<file path="src/rtl/toggle_decoder_if.sv">
// Event handshake bundle for toggle_decoder: queued-event count plus valid/ready.
// The decoder drives the master side, downstream logic takes the slave side.
interface toggle_decoder_if #(
  parameter int CNT_W = 4
);
  logic             ev_valid;
  logic             ev_ready;
  logic [CNT_W-1:0] pending;

  modport master (output ev_valid, output pending, input ev_ready);
  modport slave  (input ev_valid, input pending, output ev_ready);
endinterface

</file>
<file path="src/rtl/toggle_decoder.sv">
// toggle_decoder: receive side of a toggle-encoded event link.
// Synchronises t_in, rebuilds the sender's level, emits one pulse per flip and
// counts pending events behind a valid/ready handshake (saturating, sticky overflow).
// Optional glitch qualification is enabled by defining TOGGLE_DEC_FILTER_EN.
module toggle_decoder #(
  parameter int SYNC_STAGES   = 2,
  parameter int CNT_W         = 4,
  parameter int FILTER_CYCLES = 3
) (
  input  logic             clk,
  input  logic             reset_n,
  input  logic             t_in,
  output logic             level,
  output logic             pulse,
  output logic             overflow,
  input  logic             ovf_clr,
  toggle_decoder_if.master ev
);
  localparam logic [CNT_W-1:0] PEND_ZERO = {CNT_W{1'b0}};
  localparam logic [CNT_W-1:0] PEND_ONE  = {{(CNT_W-1){1'b0}}, 1'b1};
  localparam logic [CNT_W-1:0] PEND_MAX  = {CNT_W{1'b1}};

  logic [SYNC_STAGES-1:0] sync_r;
  logic                   s_s;
  logic                   level_r;
  logic                   pulse_r;
  logic                   overflow_r;
  logic [CNT_W-1:0]       pending_r;
  logic                   level_next_s;
  logic                   pulse_next_s;
  logic [CNT_W-1:0]       pending_next_s;
  logic                   overflow_next_s;
  logic                   valid_s;
  logic                   inc_s;
  logic                   dec_s;
  logic                   drop_s;

  // Shift the asynchronous toggle line through the synchroniser chain.
  always_ff @(posedge clk or negedge reset_n) begin
    if (!reset_n) begin
      sync_r <= {SYNC_STAGES{1'b0}};
    end else begin
      sync_r <= {sync_r[SYNC_STAGES-2:0], t_in};
    end
  end

  assign s_s = sync_r[SYNC_STAGES-1];

`ifdef TOGGLE_DEC_FILTER_EN
  localparam logic [0:0] ST_IDLE   = 1'b0;
  localparam logic [0:0] ST_QUAL   = 1'b1;
  localparam logic [3:0] QCNT_LAST = 4'(FILTER_CYCLES);

  logic [0:0] state_r;
  logic [0:0] state_next_s;
  logic [3:0] qcnt_r;
  logic [3:0] qcnt_next_s;

  // Qualify a level change: it must persist FILTER_CYCLES edges before acceptance.
  always_comb begin
    state_next_s = state_r;
    qcnt_next_s  = qcnt_r;
    level_next_s = level_r;
    pulse_next_s = 1'b0;
    case (state_r)
      ST_IDLE: begin
        if (s_s != level_r) begin
          state_next_s = ST_QUAL;
          qcnt_next_s  = 4'd1;
        end else begin
          state_next_s = ST_IDLE;
        end
      end
      ST_QUAL: begin
        if (s_s == level_r) begin
          state_next_s = ST_IDLE;
          qcnt_next_s  = 4'd0;
        end else if (qcnt_r == QCNT_LAST) begin
          state_next_s = ST_IDLE;
          qcnt_next_s  = 4'd0;
          level_next_s = s_s;
          pulse_next_s = 1'b1;
        end else begin
          qcnt_next_s  = qcnt_r + 4'd1;
        end
      end
      default: begin
        state_next_s = ST_IDLE;
        qcnt_next_s  = 4'd0;
      end
    endcase
  end

  // Register the qualification FSM and its counter.
  always_ff @(posedge clk or negedge reset_n) begin
    if (!reset_n) begin
      state_r <= ST_IDLE;
      qcnt_r  <= 4'd0;
    end else begin
      state_r <= state_next_s;
      qcnt_r  <= qcnt_next_s;
    end
  end
`else
  // Accept a flip on the first edge where the synchronised line differs from level.
  always_comb begin
    level_next_s = s_s;
    pulse_next_s = (s_s != level_r);
  end
`endif

  assign valid_s = (pending_r != PEND_ZERO);
  assign inc_s   = pulse_next_s;
  assign dec_s   = valid_s && ev.ev_ready;
  assign drop_s  = inc_s && !dec_s && (pending_r == PEND_MAX);

  // Saturating pending counter and sticky overflow (a new drop beats ovf_clr).
  always_comb begin
    pending_next_s  = pending_r;
    overflow_next_s = overflow_r;
    if (inc_s && !dec_s) begin
      if (pending_r != PEND_MAX) begin
        pending_next_s = pending_r + PEND_ONE;
      end else begin
        pending_next_s = pending_r;
      end
    end else if (!inc_s && dec_s) begin
      pending_next_s = pending_r - PEND_ONE;
    end else begin
      pending_next_s = pending_r;
    end
    if (drop_s) begin
      overflow_next_s = 1'b1;
    end else if (ovf_clr) begin
      overflow_next_s = 1'b0;
    end else begin
      overflow_next_s = overflow_r;
    end
  end

  // Register recovered level, event pulse, queue depth and overflow flag.
  always_ff @(posedge clk or negedge reset_n) begin
    if (!reset_n) begin
      level_r    <= 1'b0;
      pulse_r    <= 1'b0;
      pending_r  <= PEND_ZERO;
      overflow_r <= 1'b0;
    end else begin
      level_r    <= level_next_s;
      pulse_r    <= pulse_next_s;
      pending_r  <= pending_next_s;
      overflow_r <= overflow_next_s;
    end
  end

  assign level       = level_r;
  assign pulse       = pulse_r;
  assign overflow    = overflow_r;
  assign ev.ev_valid = valid_s;
  assign ev.pending  = pending_r;

endmodule

</file>
<file path="src/flat_wrapper.sv">
// flat-port wrapper written by rule: the top's interface ports become plain ports
module toggle_decoder_flat 
#(
  parameter int SYNC_STAGES   = 2,
  parameter int CNT_W         = 4,
  parameter int FILTER_CYCLES = 3
)
  (clk, reset_n, t_in, level, pulse, overflow, ovf_clr, ev_ev_valid, ev_pending, ev_ev_ready);
  toggle_decoder_if #(.CNT_W(CNT_W)) ev_i ();
  input  logic clk;
  input  logic reset_n;
  input  logic t_in;
  output logic level;
  output logic pulse;
  output logic overflow;
  input  logic ovf_clr;
  output wire logic [$bits(ev_i.ev_valid)-1:0] ev_ev_valid;
  output wire logic [$bits(ev_i.pending)-1:0] ev_pending;
  input wire logic [$bits(ev_i.ev_ready)-1:0] ev_ev_ready;
  assign ev_ev_valid = ev_i.ev_valid;
  assign ev_pending = ev_i.pending;
  assign ev_i.ev_ready = ev_ev_ready;
  toggle_decoder #(.SYNC_STAGES(SYNC_STAGES), .CNT_W(CNT_W), .FILTER_CYCLES(FILTER_CYCLES)) u_core (.clk(clk), .reset_n(reset_n), .t_in(t_in), .level(level), .pulse(pulse), .overflow(overflow), .ovf_clr(ovf_clr), .ev(ev_i));
endmodule
</file>
<file path="config.mk">
export PLATFORM = sky130hd
export DESIGN_NAME = toggle_decoder_flat
export DESIGN_NICKNAME = d
export VERILOG_FILES = /design/src/rtl/toggle_decoder_if.sv /design/src/rtl/toggle_decoder.sv /design/src/flat_wrapper.sv
export SDC_FILE = /design/constraint.sdc
export NUM_CORES = 1
export LEC_CHECK = 0
export BUFFER_PORTS_ARGS = -buffer_cell sky130_fd_sc_hd__buf_2
export CORE_MARGIN = 5
export CORE_UTILIZATION = 25
export CTS_CLUSTER_SIZE = 30
export DETAILED_ROUTE_END_ITERATION = 7
export GPL_TIMING_DRIVEN = 0
export PLACE_DENSITY = 0.49
export SLEW_MARGIN = 30
export SYNTH_ARGS = -nofsm -noshare
export SYNTH_HDL_FRONTEND = slang
export SYNTH_SLANG_ARGS = --single-unit
</file>
<file path="constraint.sdc">
create_clock -name clk -period 3.65 [get_ports clk]
set_input_delay 0.9125 -clock clk [delete_from_list [all_inputs] [get_ports clk]]
set_output_delay 0.9125 -clock clk [all_outputs]
set_load 0.03 [all_outputs]
</file>
-- Word-level counts from Yosys, hierarchy flattened
Index checks and enable logic that the tools add are counted.
- bits in registers: 9
- $add $sub $neg: 2
- eq/ne operators: 4
- mux-type cells: 5
- reduce and logical (&&, ||, !) cells: 10
- operators by type and width (kind ; count):
    4-bit 2-to-1 mux ; 3
    4-bit by 1-bit adder with 4-bit output (second input constant) ; 1
    4-bit equality test (second input constant) ; 1
    1-bit logical AND ; 4
    4-bit inequality test (second input constant) ; 1
    2-bit nonzero test ; 2
    4-bit nonzero test ; 1
    4-bit by 1-bit subtractor with 4-bit output (second input constant) ; 1
    1-bit zero test ; 2
    1-bit 2-to-1 mux ; 2
    2-bit inequality test (second input constant) ; 1
    2-bit AND reduction ; 1
    1-bit inequality test ; 1

-- Longest topological paths before layout
- word-level depth: 6
- depth in mapped cells: 7

-- Least setup slack after synthesis
OpenSTA, ideal clock, no wires.
- kind: reg2out
- start point: register u_core.pending_r[1], in the netlist u_core.ev.pending[1]
- end point: output ev_ev_valid
- arrival: 1.371 ns
- slack: 1.366 ns
- stages on the path, launching flop included: 2
- buffers on the path: 0
- path through: dfrtp_1 -> or4_2
- cells in the longest elaborated chain, start to end: 1
- ends and longest elaborated chain (element ; line ; RTL):
    start, declared ; toggle_decoder.sv:28 ; logic [CNT_W-1:0] pending_r;
    start signal, assigned ; toggle_decoder.sv:151 ; pending_r <= pending_next_s;
    4-bit nonzero test ; toggle_decoder.sv:112 ; assign valid_s = (pending_r != PEND_ZERO);
    end, declared ; flat_wrapper.sv:17 ; output wire logic [$bits(ev_i.ev_valid)-1:0] ev_ev_valid;
Every way passes these cells.

-- Final worst setup path
Ends and elaborated chain as after synthesis.

==> flow_summary_export.csv <==
group,metric,value,unit
synth,synth_xor_area_frac,0.08459,
sta,fmax,0.3999,GHz
worst_setup_path,cp-start-kind,"register",
synth,synthAdderAreaFrac,0.1088,
routing,avgRoutedWirePerCell,12.39,µm
sta,fin_setup_tns,0,ps
cts,clkLatencyLatePin,260,ps
pwr,pwr-share-clk,0.163,
pwr,pwr-share-comb,0.448,
worst_setup_path,arrival,1590,ps
cts,numCtsBuffers,3,
global_route,grt_usage,0.06393,
worst_setup_path,cp-end-kind,"output port",
sta,setup_violations,0,
run_status,status,"completed",
worst_setup_path,required,2740,ps
pwr,ir_drop,281.3,µV
die,die_area,2570,µm²
pwr,p_int,253.0,µW
worst_setup_path,r2r_setup_slack,1310,ps
pwr,powerDensity,873.7,nW/µm²
synth,synth.mux.area_fraction,0.07855,
cts,cts_sinks,9,
synth,synth.area.top_cells,"dfrtp_1, xor2_1, ha_1",
cts,htreeDepth,1,
synth,ys_ff_latch,9,
placed_design,numPortBuffers,12,
flow_run,max_cap_violations,0,
global_route,grt_start_max_net_pins,10,
sta,fin_crit_sh,0.6851,
layout,postLayoutCellArea,520.5,µm²
global_route,grt_pass1_wl,1200,µm
global_route,antenna_found_initial,0,
sta,slew_headroom,0.7533,
worst_setup_path,cp_max_fo,7,
min_path,hold_class,"register to register",
pwr,p_sw_frac,0.4437,
cts,cts_buffer_depth,2,
worst_setup_path,critPathCapture,"ev_ev_valid",
die,initial_core_util,0.2687,
synth,synth_top_cell_area_share,0.5438,
layout,diodes,0,
synth,synth.most_common_cell,"dfrtp_1",
worst_setup_path,rr_worst_depth,7,
synth,ys.flop_type,"dfrtp_1",
pwr,seqPwrFrac,0.389,
synth,async_flop_share,1.000,
routing,finalWirelength,768,µm
synth,synth_edf_count,0,
cts,clock-root-buffer,"clkbuf_4",
sta,finalHoldViolations,0,
cts,cts_hold_buf,0,
worst_setup_path,path_class,"register to output port",
placed_design,place_area,494.2,µm²
synth,yosys.cell_types.count,17,
worst_setup_path,r2r_start,"u_core.ev.pending[1]",
sta,skew,6.620,ps
die,io_pins,13,
routing,viasPerCell,4.661,
synth,synthesis.area,414.1,µm²
synth,ys_seq_area_frac,0.5438,
cts,path_clk_slew,60,ps
synth,yosysTopAreaCell,"dfrtp_1",
worst_setup_path,timing.critical_path.from,"u_core.ev.pending[1]",
global_route,grt_pass1_vias,276,
sta,holdWs,354.1,ps
synth,synth_common_cells,"dfrtp_1, xor2_1, ha_1, mux2_1",
routing,drc_errors,0,
synth,avgSynthCellArea,13.80,µm²
layout,regArea,225.2,µm²
pwr,power.leakage,0.2488,nW
sta,worst_slew_pin_slew,366.0,ps
pwr,p_switching,201.8,µW
cts,post_cts_buffers,0,
placed_design,place_hpwl,586.5,µm
global_route,grt-ovfl-total,0,
routing,first_pass_iters,1,
placed_design,gp_congestion,0.6212,
layout,multi_input_area,185.2,µm²
sta,period_needed,2501,ps
layout,drive_above_1_share,0.4348,
die,num_rows,14,
sta,finalMaxSlewViolations,0,
sta,grt_setup_unrepaired,"no",
die,die_y,50.70,µm
synth,yosys.area_share.simple,0.08761,
layout,area_delta_synth_final,25.68,%
cts,ctsResizeCount,0,
die,fp.coreArea,1541,µm²
synth,ys_warn_count,0,
cts,cts_tree,"done",
die,dieWidth,50.70,µm
layout,nFillCells,167,
layout,nets,55,
synth,syn_inst,30,
synth,synth_compound_area_frac,0.08761,
routing,drt_iter0_markers,0,
layout,final_util,0.3377,
routing,ant_nets,0,
worst_setup_path,r2r-end,"u_core.ev.pending[3]",
synth,syn-num-nets,38,
routing,num_vias,289,
synth,synth_top_family_by_area,"adder cells",
[placed cells by master (no fill, tap or decap), drive strengths merged, types with 2 or more instances in the layout]
master  netlist  layout
xor2          4       4
dfrtp         9       9
nand2         2       2
ha            2       2
mux2          2       2
buf           0      12
clkbuf        0       4
[area by class of cell]
cell class / instances / area share
Clock buffer: 4 / 0.05048
Inverter: 1 / 0.007212
Multi-Input combinational cell: 20 / 0.3558
Sequential cell: 9 / 0.4327
Tap cell: 16 / 0.03846
Timing Repair Buffer: 12 / 0.1154
[state kept, by name, indices dropped and copies added (netlist names)]
register and cells:
u_core.ev.pending 4, u_core.sync_r 2, u_core.level 1, u_core.overflow 1
u_core.pulse 1
[logic make-up after synthesis]
kind of cell,count (synthesis)
muxes,3
xor gates and xnor gates,4
and+or+nand+nor,6
adders and majority gates,3
AOI/OAI and AO/OA,4
DFF,9
buffers and inverters,1
[worst max-delay path: stages, from the launching register on]
cell and delay [ps]:
dfrtp_1 460, or4_2 670, buf_2 200
[routing by layer]
metal	vias up	global-route usage	part of all wire
li1	141	-	-
met3	0	0.06213	0.095
met4	0	0	0
met5	-	0	0
met2	9	0.09711	0.46
met1	139	0.06872	0.44
[power groups by stage]
stage / Sequential (mW) / Clock (mW) / Combinational, mW
global placement: 0.178 / 0 / 0.206
global route: 0.184 / 0.0845 / 0.220
floorplan: 0.222 / 0 / 0.103
detailed placement: 0.180 / 0 / 0.206
finish: 0.177 / 0.0743 / 0.204
CTS: 0.178 / 0.0791 / 0.207
[worst min-delay path by stage]
stage	to	cells after the start	from
CTS	u_core.sync_r[1]	0	u_core.sync_r[0]
floorplan	u_core.sync_r[1]	0	u_core.sync_r[0]
detailed placement	u_core.sync_r[1]	0	u_core.sync_r[0]
global placement	u_core.sync_r[1]	0	u_core.sync_r[0]
finish	u_core.sync_r[1]	0	u_core.sync_r[0]
global route	u_core.sync_r[1]	0	u_core.sync_r[0]
[through the flow]
stage               cells  total power, mW  setup slack, ps
floorplan              30           0.3248             1366
global placement       58           0.3845             1165
detailed placement     58           0.3853             1159
CTS                    62           0.4641             1128
global route           62           0.4891             1076
finish                 62           0.4548             1149
(Power assumes the default switching activity.)
